### config.mk
export PLATFORM = sky130hd
export DESIGN_NAME = cic_decimator_flat
export DESIGN_NICKNAME = d
export VERILOG_FILES = /design/src/rtl/cic_decimator_if.sv /design/src/rtl/cic_decimator.sv /design/src/flat_wrapper.sv
export SDC_FILE = /design/constraint.sdc
export NUM_CORES = 1
export LEC_CHECK = 0
export CAP_MARGIN = 10
export CORE_UTILIZATION = 50
export CTS_CLUSTER_DIAMETER = 40
export DETAILED_ROUTE_END_ITERATION = 8
export GPL_ROUTABILITY_DRIVEN = 0
export GPL_TIMING_DRIVEN = 0
export PLACE_DENSITY = 0.66
export SETUP_SLACK_MARGIN = 0.15
export SLEW_MARGIN = 20
export SYNTH_ARGS = -nofsm -noshare
export SYNTH_HDL_FRONTEND = slang
export SYNTH_SLANG_ARGS = --single-unit
### constraint.sdc
create_clock -name clk -period 12.8 [get_ports clk]
set_clock_uncertainty 0.2 [all_clocks]
set_input_delay 1.92 -clock clk [delete_from_list [all_inputs] [get_ports clk]]
set_output_delay 1.92 -clock clk [all_outputs]
set_load 0.02 [all_outputs]
### src/rtl/cic_decimator_if.sv
// Sample-stream bundle between the notch stage, the CIC decimator and its consumer.
interface cic_decimator_if #(
  parameter int unsigned DATA_WIDTH = 16
);
  logic                  valid_in;
  logic [DATA_WIDTH-1:0] x_in;
  logic [2:0]            dec_sel;
  logic [DATA_WIDTH-1:0] x_out;
  logic                  valid_out;
  logic                  cfg_err;

  // Source side: drives samples and configuration, observes results.
  modport master (
    output valid_in, x_in, dec_sel,
    input  x_out, valid_out, cfg_err
  );

  // Decimator side.
  modport slave (
    input  valid_in, x_in, dec_sel,
    output x_out, valid_out, cfg_err
  );
endinterface

### src/rtl/cic_decimator.sv
// Runtime-configurable CIC decimator (R = 2^dec_sel, N integrator/comb stages,
// M = 1) with gain renormalisation, round half-up and output saturation.
module cic_decimator #(
  parameter int unsigned DATA_WIDTH = 16,
  parameter int unsigned N_STAGES   = 5,
  parameter int unsigned LOG2_MAXR  = 4,
  parameter int unsigned ACC_WIDTH  = DATA_WIDTH + N_STAGES * LOG2_MAXR
) (
  input  logic            clk,
  input  logic            rst_n,
  cic_decimator_if.slave  bus
);

  localparam int unsigned SEL_W  = 3;
  localparam int unsigned PH_W   = LOG2_MAXR;
  localparam int unsigned WARM_W = $clog2(N_STAGES + 1);
  localparam int unsigned EXT_W  = ACC_WIDTH + 1;

  localparam logic [SEL_W-1:0]       MAX_SEL  = SEL_W'(LOG2_MAXR);
  localparam logic [WARM_W-1:0]      WARM_END = WARM_W'(N_STAGES - 1);
  localparam logic signed [EXT_W-1:0] RND_ONE = EXT_W'(1);
  localparam logic signed [EXT_W-1:0] SAT_MAX = EXT_W'((2 ** (DATA_WIDTH - 1)) - 1);
  localparam logic signed [EXT_W-1:0] SAT_MIN = -SAT_MAX - RND_ONE;

  typedef enum logic [1:0] {
    IDLE     = 2'd0,
    WARM     = 2'd1,
    RUN      = 2'd2,
    RECONFIG = 2'd3
  } state_e;

  state_e                       state_q, state_d;
  logic [SEL_W-1:0]             r_cur_q, r_cur_d;
  logic [SEL_W-1:0]             r_new_q, r_new_d;
  logic                         cfg_err_q, cfg_err_d;
  logic [PH_W-1:0]              phase_q, phase_d;
  logic [WARM_W-1:0]            warm_q, warm_d;
  logic signed [ACC_WIDTH-1:0]  integ_q [N_STAGES];
  logic signed [ACC_WIDTH-1:0]  integ_d [N_STAGES];
  logic signed [ACC_WIDTH-1:0]  cdly_q  [N_STAGES];
  logic signed [ACC_WIDTH-1:0]  cdly_d  [N_STAGES];
  logic signed [ACC_WIDTH-1:0]  comb_q, comb_d;
  logic                         dec_q, dec_d;
  logic                         dsup_q, dsup_d;
  logic                         out_q, out_d;
  logic                         osup_q, osup_d;
  logic [DATA_WIDTH-1:0]        x_out_q, x_out_d;
  logic                         valid_out_q, valid_out_d;

  logic                         legal;
  logic                         accept;
  logic [SEL_W-1:0]             r_eff;
  logic [PH_W-1:0]              last_ph;
  logic signed [ACC_WIDTH-1:0]  carry;
  logic signed [ACC_WIDTH-1:0]  c;
  logic signed [ACC_WIDTH-1:0]  diff;
  logic signed [EXT_W-1:0]      rnd;
  logic signed [EXT_W-1:0]      shd;
  int unsigned                  sh;

  // Next-state, integrate / decimate / comb / scale datapath.
  always_comb begin
    state_d     = state_q;
    r_cur_d     = r_cur_q;
    r_new_d     = r_new_q;
    cfg_err_d   = cfg_err_q;
    phase_d     = phase_q;
    warm_d      = warm_q;
    integ_d     = integ_q;
    cdly_d      = cdly_q;
    comb_d      = comb_q;
    dec_d       = 1'b0;
    dsup_d      = 1'b0;
    out_d       = 1'b0;
    osup_d      = 1'b0;
    x_out_d     = x_out_q;
    valid_out_d = 1'b0;
    accept      = 1'b0;
    r_eff       = r_cur_q;
    last_ph     = '0;
    carry       = '0;
    c           = '0;
    diff        = '0;
    rnd         = '0;
    shd         = '0;
    sh          = 0;

    legal = (bus.dec_sel <= MAX_SEL);
    if (!legal) cfg_err_d = 1'b1;

    // Control: configuration tracking and sample acceptance.
    case (state_q)
      IDLE: begin
        if (legal) begin
          r_cur_d = bus.dec_sel;
          r_eff   = bus.dec_sel;
        end
        if (bus.valid_in) begin
          accept  = 1'b1;
          state_d = WARM;
        end
      end
      WARM, RUN: begin
        if (legal && (bus.dec_sel != r_cur_q)) begin
          state_d = RECONFIG;
          r_new_d = bus.dec_sel;
        end else begin
          accept = bus.valid_in;
        end
      end
      RECONFIG: begin
        r_cur_d = r_new_q;
        state_d = IDLE;
      end
      default: state_d = IDLE;
    endcase

    // Integrator cascade and phase counter; the decimating sample is tagged
    // as suppressed while the comb transient is still flushing.
    if (accept) begin
      carry = ACC_WIDTH'($signed(bus.x_in));
      for (int k = 0; k < int'(N_STAGES); k++) begin
        integ_d[k] = integ_q[k] + carry;
        carry      = integ_d[k];
      end
      last_ph = PH_W'((32'd1 << r_eff) - 32'd1);
      if (phase_q == last_ph) begin
        phase_d = '0;
        dec_d   = 1'b1;
        if (state_q != RUN) begin
          dsup_d = 1'b1;
          warm_d = warm_q + WARM_W'(1);
          if (warm_q == WARM_END) state_d = RUN;
        end
      end else begin
        phase_d = phase_q + PH_W'(1);
      end
    end

    // Comb cascade, evaluated the cycle after a decimating sample.
    if (dec_q) begin
      c = integ_q[N_STAGES-1];
      for (int k = 0; k < int'(N_STAGES); k++) begin
        diff      = c - cdly_q[k];
        cdly_d[k] = c;
        c         = diff;
      end
      comb_d = c;
      out_d  = 1'b1;
      osup_d = dsup_q;
    end

    // Gain renormalisation by 2^(N*dec_sel), round half-up, saturate.
    if (out_q) begin
      sh  = N_STAGES * 32'(r_cur_q);
      rnd = EXT_W'(comb_q);
      if (sh != 0) rnd = rnd + (RND_ONE <<< (sh - 1));
      shd = rnd >>> sh;
      if (shd > SAT_MAX)      shd = SAT_MAX;
      else if (shd < SAT_MIN) shd = SAT_MIN;
      if (!osup_q) begin
        x_out_d     = DATA_WIDTH'(shd);
        valid_out_d = 1'b1;
      end
    end

    // Reconfiguration flushes all filter state and anything in flight.
    if (state_q == RECONFIG) begin
      for (int k = 0; k < int'(N_STAGES); k++) begin
        integ_d[k] = '0;
        cdly_d[k]  = '0;
      end
      comb_d      = '0;
      phase_d     = '0;
      warm_d      = '0;
      dec_d       = 1'b0;
      out_d       = 1'b0;
      valid_out_d = 1'b0;
    end
  end

  // FSM state register.
  always_ff @(posedge clk or negedge rst_n) begin
    if (!rst_n) state_q <= IDLE;
    else        state_q <= state_d;
  end

  // Datapath and configuration registers.
  always_ff @(posedge clk or negedge rst_n) begin
    if (!rst_n) begin
      r_cur_q     <= '0;
      r_new_q     <= '0;
      cfg_err_q   <= 1'b0;
      phase_q     <= '0;
      warm_q      <= '0;
      for (int k = 0; k < int'(N_STAGES); k++) begin
        integ_q[k] <= '0;
        cdly_q[k]  <= '0;
      end
      comb_q      <= '0;
      dec_q       <= 1'b0;
      dsup_q      <= 1'b0;
      out_q       <= 1'b0;
      osup_q      <= 1'b0;
      x_out_q     <= '0;
      valid_out_q <= 1'b0;
    end else begin
      r_cur_q     <= r_cur_d;
      r_new_q     <= r_new_d;
      cfg_err_q   <= cfg_err_d;
      phase_q     <= phase_d;
      warm_q      <= warm_d;
      integ_q     <= integ_d;
      cdly_q      <= cdly_d;
      comb_q      <= comb_d;
      dec_q       <= dec_d;
      dsup_q      <= dsup_d;
      out_q       <= out_d;
      osup_q      <= osup_d;
      x_out_q     <= x_out_d;
      valid_out_q <= valid_out_d;
    end
  end

  assign bus.x_out     = x_out_q;
  assign bus.valid_out = valid_out_q;
  assign bus.cfg_err   = cfg_err_q;

endmodule

### src/flat_wrapper.sv
// flat-port wrapper written by rule: the top's interface ports become plain ports
module cic_decimator_flat 
#(
  parameter int unsigned DATA_WIDTH = 16,
  parameter int unsigned N_STAGES   = 5,
  parameter int unsigned LOG2_MAXR  = 4,
  parameter int unsigned ACC_WIDTH  = DATA_WIDTH + N_STAGES * LOG2_MAXR
)
  (clk, rst_n, bus_valid_in, bus_x_in, bus_dec_sel, bus_x_out, bus_valid_out, bus_cfg_err);
  cic_decimator_if #(.DATA_WIDTH(DATA_WIDTH)) bus_i ();
  input  logic clk;
  input  logic rst_n;
  input wire logic [$bits(bus_i.valid_in)-1:0] bus_valid_in;
  input wire logic [$bits(bus_i.x_in)-1:0] bus_x_in;
  input wire logic [$bits(bus_i.dec_sel)-1:0] bus_dec_sel;
  output wire logic [$bits(bus_i.x_out)-1:0] bus_x_out;
  output wire logic [$bits(bus_i.valid_out)-1:0] bus_valid_out;
  output wire logic [$bits(bus_i.cfg_err)-1:0] bus_cfg_err;
  assign bus_i.valid_in = bus_valid_in;
  assign bus_i.x_in = bus_x_in;
  assign bus_i.dec_sel = bus_dec_sel;
  assign bus_x_out = bus_i.x_out;
  assign bus_valid_out = bus_i.valid_out;
  assign bus_cfg_err = bus_i.cfg_err;
  cic_decimator #(.DATA_WIDTH(DATA_WIDTH), .N_STAGES(N_STAGES), .LOG2_MAXR(LOG2_MAXR), .ACC_WIDTH(ACC_WIDTH)) u_core (.clk(clk), .rst_n(rst_n), .bus(bus_i));
endmodule
* Word level (Yosys, flattened, before mapping)
Index checks and enable logic that the tools add are counted. Widths: inputs -> output; s select.
Operators by class: add/subtract/negate cells 15, $mul 1, order comparisons 3, eq/ne operators 7, shifts and indexed selects 3, muxes and demuxes 42, bitwise operators 1, reduce and logical (&&, ||, !) cells 12
Operators by type and width (count):
- $mux 180 | 4
- $sub 36x36->36 | 5
- $add 36x36->36 | 4
- $mux 37 | 2
- $mux 36 | 2
- $add 36x37->37 | 1
- $gt 37x16->1 const B | 1
- $lt 37x16->1 const B | 1
- $sshl 2x32->37 const A | 1
- $sshr 37x6->37 | 1
- $add 36x16->36 | 1
- $mux 16 | 2
- $mux 3 | 6
- $mux 1 | 14
- $mux 2 | 6
- $mux 4 | 3
- $reduce_bool 2->1 | 5
- $sub 6x1->7 const B | 1
- $mul 3x3->6 const A | 1
- $pmux 2 s3 | 1
- $pmux 3 s2 | 1
- $reduce_bool 6->1 | 1
- $add 4x1->4 const B | 1
- $eq 2x2->1 const B | 2
- 16 further kinds | 17
Word-level totals: flip-flop bits (word level) 433, bits of input ports 22, output and inout bits 18

* Depth between registers and ports, before layout
Gate-level depths: netlist (run 1).
word-level depth 10, gate-level depth with buffers 51, depth with buffers taken out 51

* Worst setup path before layout (run 1)
Ideal clock, no wire load.
kind input port to flip-flop, from input port bus_x_in[0], to register u_core.integ_q[35] (netlist bit), arrival time 10.505 ns, data required time 12.522 ns, setup slack 2.017 ns, stages on the path 48, cells stage by stage ha_1 -> fa_1 -> a21o_1 -> a21oi_1 -> nor2b_1 -> o31a_1 -> o21ai_0 -> nor2b_1 -> xnor2_1 -> ha_1 -> nand2_1 -> o21ai_0 -> o21a_1 -> o21a_1 -> o21ai_0 -> nand2b_1 -> a21oi_1 -> xnor2_1 -> [12 not listed] -> a21oi_1 -> inv_1 -> a41oi_1 -> o21ai_0 -> a21o_1 -> a41o_1 -> nor2_1 -> xnor2_1 -> ha_1 -> or3_1 -> o21ai_0 -> a31o_2 -> o21ai_0 -> or2_2 -> nor3_1 -> o21ai_0 -> a21o_1 -> a21oi_1
Between the ends: cells in the longest elaborated chain, start to end 7
Ends and longest elaborated chain:
- from (decl) | line flat_wrapper.sv:14 | input wire logic [$bits(bus_i.x_in)-1:0] bus_x_in;
- $add 36x16->36 | line cic_decimator.sv:123 | integ_d[k] = integ_q[k] + carry;
- $add 36x36->36 (4 in series) | line cic_decimator.sv:123
- $mux 180 | line cic_decimator.sv:120 | if (accept) begin
- $mux 180 | line cic_decimator.sv:168 | if (state_q == RECONFIG) begin
- to (signal assigned) | line cic_decimator.sv:213 | integ_q <= integ_d;
- to (decl) | line cic_decimator.sv:38 | logic signed [ACC_WIDTH-1:0] integ_q [N_STAGES];
No other way between the ends. The select of a mux whose other input is x is not followed. A chain may end at the register's enable or synchronous reset.

* Worst setup path in the final report (run 1)
Ends and elaborated chain as after synthesis.

==> flow_metrics.env, run 1 <==
export IMPL_cts_tree="done"
export IMPL_cts_hold_fix_buffers=0
export IMPL_synth_top_family_by_area="compound AO/OA/AOI/OAI gates"
export IMPL_crit_arrival_ps=12190
export IMPL_synth_compound_area_frac=0.214
export IMPL_crit_buf_inv=2
export IMPL_max_freq_ghz=0.0846
export IMPL_worst_slew_pin_slew_ps=1180
export IMPL_hp_start="u_core.dsup_q$_DFF_PN0_"
export IMPL_insertion_delay_ps=650
export IMPL_synthMuxAreaShare=0.0745
export IMPL_clock_root_buffer="clkbuf_16"
export IMPL_synthArstFlopShare=1.00
export IMPL_worstSetupStartpoint="bus_x_in[0]"
export IMPL_portBuffers=38
export IMPL_area_delta_synth_final_pct=13.1
export IMPL_setup_viol=0
export IMPL_rows=103
export IMPL_avgViaCountPerCell=5.88
export IMPL_io_pins=40
export IMPL_ys_warn_count=0
export IMPL_die_w_um=284
export IMPL_synthAdderAreaFrac=0.133
export IMPL_synth_seq_cells=433
export IMPL_slew_viol_final=0
export IMPL_timing_rr_start="u_core.integ_q[0]$_DFFE_PN0P_"
export IMPL_max_stage_delay_ps=440
export IMPL_layoutNonFillerInstCount=6189
export IMPL_drive_gt1_frac=0.0560
export IMPL_fin_crit_ps=11820
export IMPL_wl_um=113000
export IMPL_drc=0
export IMPL_grt_usage=0.277
export IMPL_grt_max_degree=87
export IMPL_fp_dieH_um=284
export IMPL_cts_setup_buffers=0
export IMPL_core_area_mm2=0.0790
export IMPL_relSlewSlack=0.210
export IMPL_cap_violations=0
export IMPL_post_place_cells=6019
export IMPL_grt_pass1_wl_um=183000
export IMPL_grt_pass1_vias=34697
export IMPL_r2r_cells=47
export IMPL_hold_path_class="reg2reg"
export IMPL_diodes=0
export IMPL_hpwl_um=86400
export IMPL_htreeDepth=3
export IMPL_cpLargestDelayFamily="compound AO/OA/AOI/OAI gates"
export IMPL_routedWlPerCell_um=18.2
export IMPL_cp_common_cell="a21o_1"
export IMPL_synth_edf_count=0
export IMPL_start_util=0.505
export IMPL_critPathRequiredTime_ps=13170
export IMPL_die_area_mm2=0.0809
export IMPL_seq_area_frac_synth=0.272
export IMPL_fin_nets=5502
export IMPL_drtPass1Iterations=8
export IMPL_end_kind="flop"
export IMPL_synth_simple_gate_area_frac=0.185
export IMPL_layout_common_cells="nor2_1 (572), nand2_1 (557), a21oi_1 (462)"
export IMPL_drtAntennaViolNets=0
export IMPL_fillers=7225
export IMPL_vias=36383
export IMPL_clk_pin_slew_ps=60
export IMPL_netlist_instances=4924
export IMPL_clk_path_buf_depth=3
export IMPL_layout_cells_most_common="nor2_1"
export IMPL_hold_depth=1
export IMPL_fin_crit_sh=0.924
export IMPL_rsz0062_at_grt="no"
export IMPL_synth_xor_area_frac=0.0749
export IMPL_numCtsBuffers=93
export IMPL_antenna_found_initial=0
export IMPL_clock_sinks=433
export IMPL_worstSetupStartpointType="input port"
export IMPL_critPathSlowestCell="fa_1"
export IMPL_synth_cell_types=100
export IMPL_critical_path_class="in2reg"
export IMPL_cts_resized=0
export IMPL_cp_depth=49
export IMPL_synth_area_per_cell_um2=8.10
export IMPL_ys_flop_type="dfrtp_1"
export IMPL_drt_iter0_markers=2728
export IMPL_status="finished, final reports clean"
export IMPL_globalRouteOverflowTotal=0
export IMPL_synth_nets=5362
export IMPL_hold_viol_final=0
export IMPL_netlist_area_mm2=0.0399
export IMPL_critPathMaxFanout=4
path summary, 6_finish.rpt:
| kind | end | slack (ps) |
|---|---|---|
| setup / recovery | u_core.integ_q[35]$_DFFE_PN0P_ | 980 |
| hold / removal | u_core.osup_q$_DFF_PN0_ | 260 |
| setup reg to reg | u_core.comb_q[35]$_DFFE_PN0P_ | 1490 |
| hold reg to reg | u_core.osup_q$_DFF_PN0_ | 260 |
| max in group asynchronous | u_core.cdly_q[88]$_DFFE_PN0P_ | 10030 |
| min in group asynchronous | u_core.bus.x_out[9]$_DFFE_PN0P_ | 870 |
synth_stat cells, types with 12 or more instances:
| cell | n | area, um^2 |
|---|---|---|
| a211o_1 | 15 | 131 |
| a211oi_1 | 63 | 473 |
| a21boi_0 | 22 | 165 |
| a21o_1 | 127 | 953 |
| a21oi_1 | 462 | 2310 |
| a311oi_1 | 14 | 123 |
| a31oi_1 | 42 | 263 |
| and2_1 | 52 | 325 |
| and3_1 | 49 | 307 |
| buf_1 | 32 | 120 |
| buf_2 | 12 | 60.1 |
| clkbuf_1 | 147 | 552 |
| dfrtp_1 | 433 | 10800 |
| ha_1 | 405 | 5070 |
| inv_1 | 303 | 1140 |
| mux2_2 | 16 | 180 |
| mux2i_1 | 234 | 2340 |
| mux4_2 | 20 | 450 |
| nand2_1 | 557 | 2090 |
| nand2b_1 | 45 | 282 |
| nand3_1 | 99 | 495 |
| nand4_1 | 22 | 138 |
| nor2_1 | 572 | 2150 |
| nor2b_1 | 38 | 238 |
| nor3_1 | 132 | 661 |
| nor4_1 | 12 | 75.1 |
| o2111ai_1 | 18 | 158 |
| o211a_1 | 13 | 130 |
| o211ai_1 | 26 | 195 |
| o21a_1 | 60 | 450 |
| o21ai_0 | 196 | 981 |
| o21bai_1 | 49 | 368 |
| o22a_1 | 16 | 140 |
| o22ai_1 | 14 | 87.6 |
| o31ai_1 | 26 | 195 |
| or2_2 | 20 | 125 |
| or3_1 | 39 | 244 |
| xnor2_1 | 239 | 2090 |
| xor2_1 | 90 | 788 |
state kept, by name, summed over array words and instances, names as in the netlist, 2 cells and up:
name / flops
u_core.cdly_q: 180
u_core.integ_q: 180
u_core.comb_q: 36
u_core.bus.x_out: 16
u_core.phase_q: 4
u_core.r_cur_q: 3
u_core.r_new_q: 3
u_core.warm_q: 3
u_core.state_q: 2
cells by family after synthesis:
family / Yosys count
AND/OR/NAND/NOR: 1664
AO/OA/AOI/OAI: 1307
buffers and inverters: 500
flip-flops: 433
adder cells (fa/ha/maj): 416
XOR/XNOR: 334
multiplexers: 270
through the flow:
stage                     setup TNS (ps)  setup WS, ps   util  hold WS, ps  instance area (um^2)
final                                  0           976  0.571          262                 45100
after global routing                   0           200  0.571          283                 45100
after CTS                              0           792  0.571          262                 45100
after detailed placement               0           236  0.529          249                 41800
after global placement          -4507950        -10490  0.526          251                 41600
after floorplan                        0          2020      -          234                 39900
routing by layer:
metal,up-vias,GRT usage,wire length [um]
met5,-,0,0
met4,0,0.103,4060
li1,17836,-,-
met3,288,0.0352,5520
met2,999,0.457,52300
met1,17260,0.371,51000
final cells by class:
class,instances,area (um^2),share of cell area
well taps,1050,1310,0.0291
inverters,307,1150,0.0256
clock buffers,111,2510,0.0556
clock inverters,59,822,0.0182
multi-input cells,3991,27200,0.602
flip-flops and latches,433,10800,0.240
repair buffers,45,562,0.0125
plain buffers,193,756,0.0168
Power of run 1 is left out: the tool's default activity adds up to more than one toggle a clock period on the data nets, which glitch-free logic cannot reach.
==> run 2, diff against run 1 <==
- HOLD_SLACK_MARGIN: not set -> 0.12
- SKIP_CTS_REPAIR_TIMING: not set -> 1
==> results of run 2 <==
Same layout as run 1: the final DEF is identical, and so are final timing and power.
Power of run 2 is left out for the same reason.
